### src/rtl/lsu_pkg.sv
// Shared types and constants for the load/store unit controller.
package lsu_pkg;

    // Controller states
    typedef enum logic [1:0] {
        IDLE = 2'd0,
        MREQ = 2'd1,
        WAIT = 2'd2,
        RESP = 2'd3
    } lsu_state_e;

    // Bit positions inside req_ld_type
    localparam int unsigned LD_LB  = 6;
    localparam int unsigned LD_LH  = 5;
    localparam int unsigned LD_LW  = 4;
    localparam int unsigned LD_LD  = 3;
    localparam int unsigned LD_LBU = 2;
    localparam int unsigned LD_LHU = 1;
    localparam int unsigned LD_LWU = 0;

    // Bit positions inside req_st_type
    localparam int unsigned ST_SB = 3;
    localparam int unsigned ST_SH = 2;
    localparam int unsigned ST_SW = 1;
    localparam int unsigned ST_SD = 0;

    // Access size encodings (log2 of byte count)
    localparam logic [1:0] SZ_B = 2'd0;
    localparam logic [1:0] SZ_H = 2'd1;
    localparam logic [1:0] SZ_W = 2'd2;
    localparam logic [1:0] SZ_D = 2'd3;

    // Unshifted byte mask for an access of the given size
    function automatic logic [7:0] size_mask(input logic [1:0] size);
        logic [7:0] m;
        case (size)
            SZ_B:    m = 8'h01;
            SZ_H:    m = 8'h03;
            SZ_W:    m = 8'h0F;
            default: m = 8'hFF;
        endcase
        return m;
    endfunction

endpackage

### src/rtl/lsu_align.sv
// Byte-lane steering: store mask/data placement and load lane extraction.
module lsu_align
    import lsu_pkg::*;
#(
    parameter int unsigned XLEN = 64,
    localparam int unsigned STRB = XLEN / 8,
    localparam int unsigned OFFW = $clog2(STRB)
) (
    input  logic [OFFW-1:0] st_off,
    input  logic [1:0]      st_size,
    input  logic [XLEN-1:0] st_data,
    output logic [STRB-1:0] wmask_c,
    output logic [XLEN-1:0] wdata_c,
    input  logic [OFFW-1:0] ld_off,
    input  logic [1:0]      ld_size,
    input  logic            ld_signed,
    input  logic [XLEN-1:0] ld_word,
    output logic [XLEN-1:0] rdata_c
);

    logic [63:0] lane;
    logic [63:0] ext;

    // Store side: mask and data move up by the byte offset, wrapping past the bus width is dropped
    always_comb begin
        wmask_c = STRB'(size_mask(st_size)) << st_off;
        wdata_c = st_data << {st_off, 3'b000};
    end

    // Load side: bring the addressed lane to bit 0, then sign- or zero-extend
    always_comb begin
        lane = 64'(ld_word) >> {ld_off, 3'b000};
        ext  = lane;
        case (ld_size)
            SZ_B:    ext = {{56{ld_signed & lane[7]}},  lane[7:0]};
            SZ_H:    ext = {{48{ld_signed & lane[15]}}, lane[15:0]};
            SZ_W:    ext = {{32{ld_signed & lane[31]}}, lane[31:0]};
            default: ext = lane;
        endcase
        rdata_c = XLEN'(ext);
    end

endmodule

### src/rtl/lsu_ctrl.sv
// Load/store unit controller: one outstanding access between core and memory.
module lsu_ctrl
    import lsu_pkg::*;
#(
    parameter int unsigned XLEN = 64,
    parameter int unsigned AW   = 64,
    parameter int unsigned STRB = XLEN / 8
) (
    input  logic            clk,
    input  logic            rst,
    input  logic            req_valid,
    output logic            req_ready,
    input  logic [AW-1:0]   req_addr,
    input  logic [XLEN-1:0] req_wdata,
    input  logic [6:0]      req_ld_type,
    input  logic [3:0]      req_st_type,
    output logic            resp_valid,
    input  logic            resp_ready,
    output logic [XLEN-1:0] resp_rdata,
    output logic            resp_err,
    output logic            mem_req_valid,
    input  logic            mem_req_ready,
    output logic [AW-1:0]   mem_req_addr,
    output logic            mem_req_wen,
    output logic [XLEN-1:0] mem_req_wdata,
    output logic [STRB-1:0] mem_req_wmask,
    input  logic            mem_resp_valid,
    input  logic [XLEN-1:0] mem_resp_rdata
);

    localparam int unsigned OFFW    = $clog2(STRB);
    localparam bit          IS_RV32 = (XLEN == 32);

    lsu_state_e      state;
    logic [OFFW-1:0] ld_off;
    logic [1:0]      ld_size;
    logic            ld_signed;

    logic            is_ld;
    logic            is_st;
    logic            type_bad;
    logic            misaligned;
    logic            req_err;
    logic            req_signed;
    logic [1:0]      req_size;

    logic [STRB-1:0] align_wmask;
    logic [XLEN-1:0] align_wdata;
    logic [XLEN-1:0] align_rdata;

    // Request decode: size, signedness and legality of the incoming access
    always_comb begin
        req_size   = SZ_B;
        misaligned = 1'b0;
        is_ld      = |req_ld_type;
        is_st      = |req_st_type;
        type_bad   = (is_ld == is_st)
                   || (is_ld && !$onehot(req_ld_type))
                   || (is_st && !$onehot(req_st_type))
                   || (IS_RV32 && (req_ld_type[LD_LD] || req_st_type[ST_SD]));
        req_signed = req_ld_type[LD_LB] | req_ld_type[LD_LH]
                   | req_ld_type[LD_LW] | req_ld_type[LD_LD];

        if (req_ld_type[LD_LD] || req_st_type[ST_SD]) begin
            req_size = SZ_D;
        end else if (req_ld_type[LD_LW] || req_ld_type[LD_LWU] || req_st_type[ST_SW]) begin
            req_size = SZ_W;
        end else if (req_ld_type[LD_LH] || req_ld_type[LD_LHU] || req_st_type[ST_SH]) begin
            req_size = SZ_H;
        end

        case (req_size)
            SZ_H:    misaligned = req_addr[0];
            SZ_W:    misaligned = |req_addr[1:0];
            SZ_D:    misaligned = |req_addr[2:0];
            default: misaligned = 1'b0;
        endcase

        req_err = type_bad | misaligned;
    end

    // Lane steering for the request being accepted and the word being returned
    lsu_align #(
        .XLEN (XLEN)
    ) u_align (
        .st_off    (req_addr[OFFW-1:0]),
        .st_size   (req_size),
        .st_data   (req_wdata),
        .wmask_c   (align_wmask),
        .wdata_c   (align_wdata),
        .ld_off    (ld_off),
        .ld_size   (ld_size),
        .ld_signed (ld_signed),
        .ld_word   (mem_resp_rdata),
        .rdata_c   (align_rdata)
    );

    // Transaction sequencer: accept, issue to memory, collect, respond
    always_ff @(posedge clk) begin
        if (rst) begin
            state         <= IDLE;
            req_ready     <= 1'b1;
            resp_valid    <= 1'b0;
            resp_err      <= 1'b0;
            resp_rdata    <= '0;
            mem_req_valid <= 1'b0;
            mem_req_wen   <= 1'b0;
            mem_req_addr  <= '0;
            mem_req_wdata <= '0;
            mem_req_wmask <= '0;
            ld_off        <= '0;
            ld_size       <= SZ_B;
            ld_signed     <= 1'b0;
        end else begin
            case (state)
                IDLE: begin
                    if (req_valid) begin
                        req_ready   <= 1'b0;
                        ld_off      <= req_addr[OFFW-1:0];
                        ld_size     <= req_size;
                        ld_signed   <= req_signed;
                        mem_req_wen <= is_st;
                        if (req_err) begin
                            // Bad requests never touch memory
                            state      <= RESP;
                            resp_valid <= 1'b1;
                            resp_err   <= 1'b1;
                            resp_rdata <= '0;
                        end else begin
                            state         <= MREQ;
                            mem_req_valid <= 1'b1;
                            mem_req_addr  <= {req_addr[AW-1:OFFW], {OFFW{1'b0}}};
                            mem_req_wdata <= is_st ? align_wdata : '0;
                            mem_req_wmask <= align_wmask;
                        end
                    end
                end
                MREQ: begin
                    if (mem_req_ready) begin
                        state         <= WAIT;
                        mem_req_valid <= 1'b0;
                    end
                end
                WAIT: begin
                    if (mem_resp_valid) begin
                        state      <= RESP;
                        resp_valid <= 1'b1;
                        resp_err   <= 1'b0;
                        resp_rdata <= mem_req_wen ? '0 : align_rdata;
                    end
                end
                RESP: begin
                    if (resp_ready) begin
                        state      <= IDLE;
                        resp_valid <= 1'b0;
                        req_ready  <= 1'b1;
                    end
                end
                default: begin
                    state     <= IDLE;
                    req_ready <= 1'b1;
                end
            endcase
        end
    end

endmodule

### config.mk
export PLATFORM = sky130hd
export DESIGN_NAME = lsu_ctrl
export DESIGN_NICKNAME = d
export VERILOG_FILES = /design/src/rtl/lsu_pkg.sv /design/src/rtl/lsu_align.sv /design/src/rtl/lsu_ctrl.sv
export SDC_FILE = /design/constraint.sdc
export NUM_CORES = 1
export LEC_CHECK = 0
export CAP_MARGIN = 20
export CELL_PAD_IN_SITES_DETAIL_PLACEMENT = 0
export CELL_PAD_IN_SITES_GLOBAL_PLACEMENT = 2
export CORE_MARGIN = 2
export CORE_UTILIZATION = 28
export DETAILED_ROUTE_END_ITERATION = 12
export GPL_TIMING_DRIVEN = 0
export HOLD_SLACK_MARGIN = 0.02
export PLACE_DENSITY_LB_ADDON = 0.1
export SETUP_SLACK_MARGIN = 0.02
export SLEW_MARGIN = 30
export SYNTH_ARGS = -nofsm -noshare
export SYNTH_HDL_FRONTEND = slang
export SYNTH_SLANG_ARGS = --single-unit
### constraint.sdc
create_clock -name clk -period 15.9 [get_ports clk]
set_input_delay 4.77 -clock clk [delete_from_list [all_inputs] [get_ports clk]]
set_output_delay 4.77 -clock clk [all_outputs]
set_load 0.01 [all_outputs]
Word level (Yosys, flattened, before mapping)
Index checks and enable logic that the tools add are counted.
Widths: inputs -> output; s select.
{ "op_classes": {"n_mux": 32, "shift": 3, "add_sub_neg": 9, "bitwise_logic": 8, "eq_ne": 17, "n_reduce_logical": 29} }
{ "ops": {"columns": ["op", "count"], "rows": [
  ["$mux 64", 5],
  ["$pmux 64 s3", 1],
  ["$pmux 64 s2", 1],
  ["$shl 64x6->64", 1],
  ["$shr 64x6->64", 1],
  ["$pmux 8 s3", 1],
  ["$mux 2", 7],
  ["$ne 2x2->1 const B", 6],
  ["$reduce_and 4->1", 3],
  ["$mux 1", 11],
  ["$add 1x1->2", 5],
  ["$eq 2x2->1 const B", 5],
  ["$pmux 2 s4", 1],
  ["$shl 8x3->8", 1],
  ["$logic_or 1x1->1", 7],
  ["$reduce_or 7->1", 1],
  ["$add 2x2->3", 2],
  ["$eq 2x1->1 const B", 3],
  ["$eq 3x1->1 const B", 2],
  ["$logic_not 2->1", 3],
  ["$pmux 1 s2", 3],
  ["$pmux 1 s3", 2],
  ["$reduce_and 3->1", 2],
  ["$reduce_bool 2->1", 3],
  ["other kinds (14)", 21]
]} }
{ "word_totals": {"regBits": 210, "elab_cells": 111, "out_inout_bits": 205, "input_bits": 209} }

Logic depth before layout (Yosys ltp)
Gate-level depths: netlist of the first run.
{ "depth": {"word_depth": 12, "depth_mapped": 14, "mapped_depth_nobuf": 11} }

By module
A second synthesis of the first run with hierarchy kept.
{ "hier_totals": {"cells_unflattened": 1401, "hier_area_um2": 12052.8} }
{ "by_module_without_submodules": {"columns": ["module", "seq_area_each_um2", "cells_each", "n_inst", "area_per_inst_um2"], "rows": [
  ["lsu_ctrl", 4204.0, 852, 1, 7776.2],
  ["lsu_align", 0.0, 549, 1, 4276.6]
]} }

Least setup slack after synthesis of the first run
Ideal clock, no wire load.
{ "synth_path": {"kind": "input-to-reg", "startpoint": "input port req_ld_type[0]", "endpoint": "register resp_rdata[40]", "required_time_ns": 15.783, "slack_ns": 7.604, "setup_time_ns": 0.117, "arrival_ns": 8.179, "stages": 14, "n_path_buf": 3, "cell_sequence": "inv_1 fa_1 fa_1 inv_1 fa_1 fa_1 nand2b_1 a2111oi_4 o221a_2 buf_4 nor3_2 buf_4 buf_6 a32o_1"} }
{ "synth_via": {"elab_chain_cells": 11, "elab_cells_between_ends": 21, "classes_between": "add/sub: 3; eq/ne: 6; mux: 3; bitwise: 1; reduce/logical: 8"} }
{ "synth_rtl": {"columns": ["item", "line_no", "rtl"], "rows": [
  ["start, declared", "lsu_ctrl.sv:15", "input logic [6:0] req_ld_type,"],
  ["$add 1x1->2 (implied by the code)", "lsu_ctrl.sv:58", "|| (is_ld && !$onehot(req_ld_type))"],
  ["$add 2x2->3 (implied by the code)", "lsu_ctrl.sv:58", null],
  ["$add 3x3->3 (implied by the code)", "lsu_ctrl.sv:58", null],
  ["$eq 3x1->1", "lsu_ctrl.sv:58", null],
  ["$logic_not 1->1", "lsu_ctrl.sv:58", null],
  ["$logic_and 1x1->1", "lsu_ctrl.sv:58", null],
  ["$logic_or 1x1->1", "lsu_ctrl.sv:58", null],
  ["$logic_or 1x1->1", "lsu_ctrl.sv:59", "|| (is_st && !$onehot(req_st_type))"],
  ["$or 1x1->1 *", "lsu_ctrl.sv:79", "req_err = type_bad | misaligned;"],
  ["$ne 2x2->1 (no line) *", null, null],
  ["$reduce_and 4->1 (no line) *", null, null],
  ["end signal, assigned", "lsu_ctrl.sv:149", "resp_rdata <= mem_req_wen ? '0 : align_rdata;"],
  ["end, declared", "lsu_ctrl.sv:19", "output logic [XLEN-1:0] resp_rdata,"]
]} }
Mark *: on every way between the ends. The rest lies on a longest branch, timed or not.
A chain may end at the register's enable or synchronous reset.

Final worst setup path of the first run
{ "layout_path": {"startpoint": "input port req_ld_type[3]", "endpoint": "register mem_req_addr[48]"} }
{ "layout_via": {"elab_chain_cells": 11, "elab_cells_between_ends": 19, "classes_between": "add/sub: 3; eq/ne: 5; mux: 2; bitwise: 2; reduce/logical: 7"} }
{ "layout_rtl": {"columns": ["item", "line_no", "rtl"], "rows": [
  ["$add 1x1->2 (implied by the code)", "lsu_ctrl.sv:58", null],
  ["$add 2x2->3 (implied by the code)", "lsu_ctrl.sv:58", null],
  ["$add 3x3->3 (implied by the code)", "lsu_ctrl.sv:58", null],
  ["$eq 3x1->1", "lsu_ctrl.sv:58", null],
  ["$logic_not 1->1", "lsu_ctrl.sv:58", null],
  ["$logic_and 1x1->1", "lsu_ctrl.sv:58", null],
  ["$logic_or 1x1->1", "lsu_ctrl.sv:58", null],
  ["$logic_or 1x1->1", "lsu_ctrl.sv:59", null],
  ["$or 1x1->1 *", "lsu_ctrl.sv:79", null],
  ["$not 1->1 (no line) *", null, null],
  ["$reduce_and 3->1 (no line) *", null, null],
  ["end signal, assigned", "lsu_ctrl.sv:132", "mem_req_addr <= {req_addr[AW-1:OFFW], {OFFW{1'b0}}};"],
  ["end, declared", "lsu_ctrl.sv:23", "output logic [AW-1:0] mem_req_addr,"]
]} }
Marked as above.

==> impl_results.md, run 1 <==
* Hold buffers post-CTS at 0
* Worst r2r src: ld_off[1]$_SDFFE_PP0P_
* Antenna diodes at 0
* Synth cell types at 60
* Setup TNS at 0 ns
* Hold crit path type: reg2reg
* Htree depth at 1
* Worst clock skew at 0.0197 ns
* Post-DP HPWL at 45100 um
* Fin crit period at 9.12 ns
* Warnings from Yosys at 0
* Cell mode on critical path: fa_1
* Relative slew slack at 33.7%
* Final setup fails at 0
* Register area at 0.00420 mm^2
* Metal1 wirelength at 25200 um
* Die ar. at 0.0440 mm^2
* Top Family by Delay on Critical Path: buffers and inverters
* Synthesized area at 0.0119 mm^2
* Flop pwr share at 32.9%
* Crit path cell chain: clkdlybuf4s50_1 -> inv_1 -> fa_1 -> fa_1 -> inv_1 -> fa_1 -> fa_1 -> nand2b_1 -> a2111oi_4 -> o221ai_2 -> clkbuf_1 -> clkbuf_1 -> nand2_1 -> a21oi_1
* Global-route wire length before repair at 83700 um
* Lkg Pwr at 6.16 nW
* Largest net degree at the start of global routing at 15
* Die Y at 210 um
* Critical-path top delay cell: clkbuf_1
* Critical path launch point type: primary input
* Nets at 2070
* Post-DR wirelength/cell at 24.0 um
* Filler Cells Inserted at 4287
* Power Dens Cells at 96.3 mW/mm^2
* Unrepaired setup endpoints after global routing: false
* Setup crit end kind: flip-flop
* Fmax at 110 MHz
* Power share of the clock group at 38.3%
* Status: complete, no violations
* Synth cell count leaders: nand2_1 (279), dfxtp_1 (210), a21oi_1 (161)
* Synth area leaders: dfxtp_1 (35%), nand2_1 (8.8%), mux2i_1 (7.1%)
* Met2 WL at 25900 um
* CP arrival at 9.63 ns
* Chip width at 210 um
* Vias at 12500
* Initial core utilization at 28.3%
* GRT overflow at 0
* Multi-input gate area at 0.00691 mm^2
* Top_reg_cell synth: dfxtp_1
* Post-synthesis sequential area ratio at 35.5%
* Std-Cell Core Area at 0.0419 mm^2
* GRT Overall Usage at 25.4%
* Post-CTS setup buffers at 0
* Final Max Tran Viols at 0
* Syn Area/Cell at 8.43 um^2
* Period utilization at 57.4%
* Synth top area share at 35.5%
* Via density at 5.21
* CTS Buf Count at 28
* # DRC at 0
* Combinational cell fraction of total power at 28.8%
* Met3 Wirelength at 4880 um
* CTS tree: built
* CP Buf/Inv Count at 5
* Fin area at 0.0176 mm^2
* Total wire length at 57600 um
* Yosys reg bits at 210
* Gate Count Post-Synth at 1407
* Setup slack, reg-to-reg at 13.04 ns
* Int Power at 0.00115 W
* Post-synth EDFFs at 0
* Max Cap Violations at 0
* Most common cell in the netlist: nand2_1
* Antenna viol nets, final at 0
* IO Pins at 414
* NetSw at 0.000545 W
* Final hold viol count at 0
* R2R Path End: resp_rdata[2]$_SDFFE_PP0P_
* DR top layer: met5
* Initial antenna violation count at 2
* Cts repair resizes at 0
* Hold Path Sink: mem_req_wmask[5]$_SDFFE_PP0P_
* Initial drt markers at 782
* Clock Tree Root: clkbuf_16
* Dpl cell area at 0.0166 mm^2
* Worst R2R Path Depth at 9
* HP Start: mem_req_wmask[5]$_SDFFE_PP0P_
* TritonRoute pass-1 iters at 5
* Deepest clock path buffer count at 3
* Number of global-route vias before repair at 12700
* Area growth syn-to-layout at 48.2%
* Type of the worst setup path: in2reg
* Row count at 75
* Global placement routability congestion at 0.922
* Max IR drop VDD at 0.0722 mV
* Sw Share at 32.2%
* CTS Sinks at 210
* CP Data Required Time at 16.40 ns
* Crit-path max FO at 10
* Post-synth top area cell: dfxtp_1
* CTS clk-pin slew, worst paths at 0.06 ns
* Skew-Pair Late Insertion Delay at 0.57 ns
* Port buffer count at 408
* Async SR Flop Fraction at 0%
* Ratio of cells with drive above 1 in the final layout at 9.91%
* Slew @ Worst Pin at 0.994 ns
* Hold path depth at 2
* Slowest stage delay, CP at 0.73 ns
==> tightest hold or removal path, cell delays in order (launching register included) <==
cell and delay [ns]:
dfxtp_1 0.31, nand2_1 0.05, a21oi_1 0.05
==> through the flow <==
| step | setup slack (ns) | hold slack (ns) | std cells | power (W) | utilization [%] |
|---|---|---|---|---|---|
| after global routing | 6.63 | 0.470 | 2405 | 0.00177 | 42.0 |
| after global placement | 6.36 | 0.441 | 2356 | 0.00105 | 39.7 |
| after floorplan | 7.60 | 0.476 | 1409 | 0.000845 | - |
| final | 6.78 | 0.452 | 2405 | 0.00169 | 42.0 |
| after CTS | 6.86 | 0.454 | 2405 | 0.00171 | 42.0 |
| after detailed placement | 6.26 | 0.444 | 2357 | 0.00105 | 39.8 |
==> routing by layer <==
| layer | global-route usage (%) | vias up |
|---|---|---|
| li1 | - | 5941 |
| met1 | 33.4 | 6020 |
| met2 | 40.5 | 485 |
| met3 | 7.54 | 74 |
| met4 | 7.36 | 4 |
| met5 | 0 | - |
==> logic make-up after synthesis <==
group           Yosys count  synth area share [%]
compound gates          387                  21.0
mux                     157                  17.5
buf+inv                 172                  6.46
other cells               1                0.0316
flops                   210                  35.5
simple gates            467                  17.8
fa+ha+maj                13                  1.69
==> placed cells by master (no fill, tap or decap), types with 37 or more instances in the layout <==
cell	n
a21oi_1	161
buf_2	48
clkbuf_1	88
clkdlybuf4s50_1	408
dfxtp_1	210
mux2i_1	84
mux4_2	37
nand2_1	279
nand3_1	60
o21ai_0	73
==> worst max path at each step <==
stage	depth (start not counted)	start	slack, ns	to
2_1_floorplan	14	req_ld_type[0]	7.60	resp_rdata[40]$_SDFFE_PP0P_
3_3_place_gp	14	req_ld_type[3]	6.36	mem_req_addr[46]$_SDFFE_PP0P_
3_5_place_dp	14	req_ld_type[3]	6.26	mem_req_addr[48]$_SDFFE_PP0P_
4_1_cts	14	req_ld_type[3]	6.86	mem_req_addr[46]$_SDFFE_PP0P_
5_1_grt	14	req_ld_type[3]	6.63	mem_req_addr[48]$_SDFFE_PP0P_
6_report	14	req_ld_type[3]	6.78	mem_req_addr[48]$_SDFFE_PP0P_
==> power groups by stage <==
stage               clock network (W)  logic (W)  registers (W)
finish                       0.000649   0.000488       0.000556
detailed placement                  0   0.000483       0.000568
global placement                    0   0.000482       0.000567
global route                 0.000685   0.000526       0.000558
CTS                          0.000666   0.000485       0.000556
floorplan                           0   0.000275       0.000569
==> registers in the layout, summed over array words and instances, names as in the netlist <==
name and flops:
mem_req_wdata 64, resp_rdata 64, mem_req_wen 1, mem_req_valid 1, resp_valid 1, ld_signed 1
mem_req_wmask 8, ld_off 3, resp_err 1, req_ready 1, state 2, ld_size 2
mem_req_addr 61
==> layout make-up <==
class	count	share of cell area, %
Buffer	144	3.76
Clock buffer	42	4.46
Clock inverter	6	0.826
Inverter	28	0.598
Multi-Input combinational cell	1027	39.3
Sequential cell	210	23.9
Tap cell	539	3.84
Timing Repair Buffer	409	23.3
No activity file was read; power rests on OpenSTA's default activity.
==> inputs of run 2 (changes only) <==
--- a/config.mk
+++ b/config.mk
@@ -9,7 +9,7 @@
 export CELL_PAD_IN_SITES_DETAIL_PLACEMENT = 0
 export CELL_PAD_IN_SITES_GLOBAL_PLACEMENT = 2
 export CORE_MARGIN = 2
-export CORE_UTILIZATION = 28
+export CORE_UTILIZATION = 23
 export DETAILED_ROUTE_END_ITERATION = 12
 export GPL_TIMING_DRIVEN = 0
 export HOLD_SLACK_MARGIN = 0.02
==> constraint.sdc (replaced) <==
create_clock -name clk -period 7.83 [get_ports clk]
set_input_delay 2.349 -clock clk [delete_from_list [all_inputs] [get_ports clk]]
set_output_delay 2.349 -clock clk [all_outputs]
set_load 0.01 [all_outputs]
==> impl_results.md, run 2 (same netlist as run 1, synthesis figures left out) <==
* Antenna viol nets, final at 0 (unchanged)
* Status: complete, no violations
* Metal1 wirelength at 26300 um (+4.5%)
* GRT overflow at 0 (unchanged)
* Die ar. at 0.0534 mm^2 (+21%)
* NetSw at 0.00114 W (+110%)
* DR top layer: met5
* Largest net degree at the start of global routing at 16 (+1)
* Row count at 83 (+11%)
* Clock Tree Root: clkbuf_16
* CP Data Required Time at 8.35 ns (-8.05 ns)
* Post-DP HPWL at 48200 um (+6.9%)
* Hold buffers post-CTS at 0 (unchanged)
* Global placement routability congestion at 0.893 (-3.1%)
* Power share of the clock group at 38.5% (+0.2 points)
* Top Family by Delay on Critical Path: adder cells
* Nets at 2070 (unchanged)
* Fmax at 154 MHz
* Sw Share at 33.0% (+0.84 points)
* Ratio of cells with drive above 1 in the final layout at 10.3% (+0.43 points)
* Slowest stage delay, CP at 0.59 ns (-0.14 ns)
* Die Y at 231 um (+10%)
* CTS Buf Count at 28 (unchanged)
* CTS clk-pin slew, worst paths at 0.06 ns (about the same)
* Worst r2r src: ld_off[1]$_SDFFE_PP0P_
* CP arrival at 7.00 ns (-2.63 ns)
* Max IR drop VDD at 0.170 mV (+140%)
* Max Cap Violations at 0 (unchanged)
* Fin crit period at 6.48 ns
* Cell mode on critical path: fa_1
* Port buffer count at 408 (unchanged)
* Crit-path max FO at 10 (unchanged)
* Layout Cells excl Fill at 2548 (+5.9%)
* Worst R2R Path Depth at 9 (unchanged)
* CP Buf/Inv Count at 5 (unchanged)
* Combinational cell fraction of total power at 28.7% (about the same)
* Skew-Pair Late Insertion Delay at 0.59 ns (+0.02 ns)
* Type of the worst setup path: in2reg
* Int Power at 0.00231 W (+100%)
* Crit path cell chain: clkdlybuf4s50_1 -> inv_1 -> fa_1 -> fa_1 -> inv_1 -> fa_1 -> fa_1 -> nand2b_1 -> a2111oi_4 -> o221a_1 -> buf_2 -> buf_2 -> o211ai_1 -> a21oi_1
* Htree depth at 1 (unchanged)
* Flop pwr share at 32.8% (about the same)
* Relative slew slack at 42.4% (+8.7 points)
* CTS Sinks at 210 (unchanged)
* Top flop regs: mem_req_wdata: 64 flops, resp_rdata: 64 flops, mem_req_addr: 61 flops
* Initial drt markers at 724 (-7.4%)
* Cts repair resizes at 0 (unchanged)
* Std-Cell Core Area at 0.0511 mm^2 (+22%)
* Hold path depth at 2 (unchanged)
* Post-DR wirelength/cell at 23.7 um (-0.92%)
* Final hold viol count at 0 (unchanged)
* Leading cell type in the layout, fill and taps excluded: clkdlybuf4s50_1
* Power Dens Cells at 194 mW/mm^2 (+100%)
* Final worst setup slack at 1.35 ns (-5.43 ns)
* Setup slack, reg-to-reg at 4.96 ns (-8.08 ns)
* Setup TNS at 0 ns (unchanged)
* Final Max Tran Viols at 0 (unchanged)
* Critical-path top delay cell: clkdlybuf4s50_1
* Unrepaired setup endpoints after global routing: false
* HP Start: mem_req_addr[11]$_SDFFE_PP0P_
* Period utilization at 82.8%
* R2R Path End: resp_rdata[3]$_SDFFE_PP0P_
* Vias at 12500 (+0.0080%)
* Lkg Pwr at 6.18 nW (+0.35%)
* Final setup fails at 0 (unchanged)
* Via density at 4.92 (-5.6%)
* Global-route wire length before repair at 87000 um (+3.9%)
* Initial antenna violation count at 6 (+4)
* Number of global-route vias before repair at 12800 (+0.62%)
* Power Total at 0.00345 W (+100%)
* Post-placement cell count at 2498 (+6.0%)
* Met2 WL at 27200 um (+4.9%)
* IO Pins at 414 (unchanged)
* # DRC at 0 (unchanged)
* Hold Path Sink: mem_req_addr[11]$_SDFFE_PP0P_
* Commonest non-fill, non-tap cells in the layout: clkdlybuf4s50_1 (408), nand2_1 (279), dfxtp_1 (210), a21oi_1 (161), mux2i_1 (84)
* Chip width at 231 um (+10%)
* Critical path launch point type: primary input
* GRT Overall Usage at 21.9% (-3.5 points)
* Post-CTS setup buffers at 0 (unchanged)
* Initial core utilization at 23.2% (-5.1 points)
* Slew @ Worst Pin at 0.864 ns (-0.130 ns)
* Hold crit path type: reg2reg
* CTS tree: built
* Met3 Wirelength at 5440 um (+11%)
* Total wire length at 60500 um (+5.0%)
* Setup crit end kind: flip-flop
* Pre-CTS setup slack at 0.637 ns (-5.62 ns)
* Worst clock skew at 0.0159 ns (-0.00385 ns)
* TritonRoute pass-1 iters at 8 (+3)
* Area growth syn-to-layout at 49.9%
* Deepest clock path buffer count at 3 (unchanged)
[run 2: changes by cell type in the layout (fill, tap and decap cells not counted)]
cell,delta
clkinv_16,+1
clkbuf_1,-9
clkbuf_8,+2
clkinv_8,-1
bufinv_16,-1
diode_2,+3
clkbuf_2,+1
clkinv_2,+6
[run 2: metrics by stage]
stage | area, um^2 | util, % | hold WS, ns
after floorplan | 11900 | - | 0.476
after global placement | 16800 | 32.9 | 0.441
after detailed placement | 16800 | 32.9 | 0.444
after CTS | 17800 | 34.8 | 0.453
after global routing | 17800 | 34.8 | 0.468
final | 17800 | 34.8 | 0.451
[run 2: worst max path at each step]
stage	startpoint	to	slack, ns	cells after the start
final	req_ld_type[3]	mem_req_wdata[37]$_SDFFE_PP0P_	1.35	14
after floorplan	req_ld_type[0]	resp_rdata[40]$_SDFFE_PP0P_	1.95	14
after CTS	req_ld_type[3]	mem_req_addr[48]$_SDFFE_PP0P_	1.25	14
after global routing	req_ld_type[3]	mem_req_wdata[9]$_SDFFE_PP0P_	1.08	14
after detailed placement	req_ld_type[3]	mem_req_addr[48]$_SDFFE_PP0P_	0.64	14
after global placement	req_ld_type[3]	mem_req_addr[46]$_SDFFE_PP0P_	0.70	14
[run 2: power by group through the flow]
stage	Combinational, W	Sequential (W)	Clock [W]
2_1_floorplan	0.000559	0.00116	0
3_3_place_gp	0.000991	0.00115	0
3_5_place_dp	0.000989	0.00116	0
4_1_cts	0.000993	0.00113	0.00137
5_1_grt	0.00107	0.00114	0.00141
6_report	0.000991	0.00113	0.00133
[run 2: tightest hold or removal path, cell delays in order, from the launching register on]
cell	delay [ns]
dfxtp_1	0.30
nand2_1	0.05
a21oi_1	0.05
[run 2: area by class of cell]
type                            count  area [um^2]
Clock inverter                     11          159
Timing Repair Buffer              409         4090
Buffer                            144          662
Clock buffer                       36          781
Tap cell                          680          851
Multi-Input combinational cell   1027         6910
Sequential cell                   210         4200
Inverter                           28          105
Antenna cell                        3         7.51
Fill cell                        5434        33300
[run 2: routing by layer]
metal  global-route usage, %  vias up
li1                        -     5958
met1                    28.2     6031
met2                    35.0      453
met3                    7.33       77
met4                    5.83        6
met5                       0        -
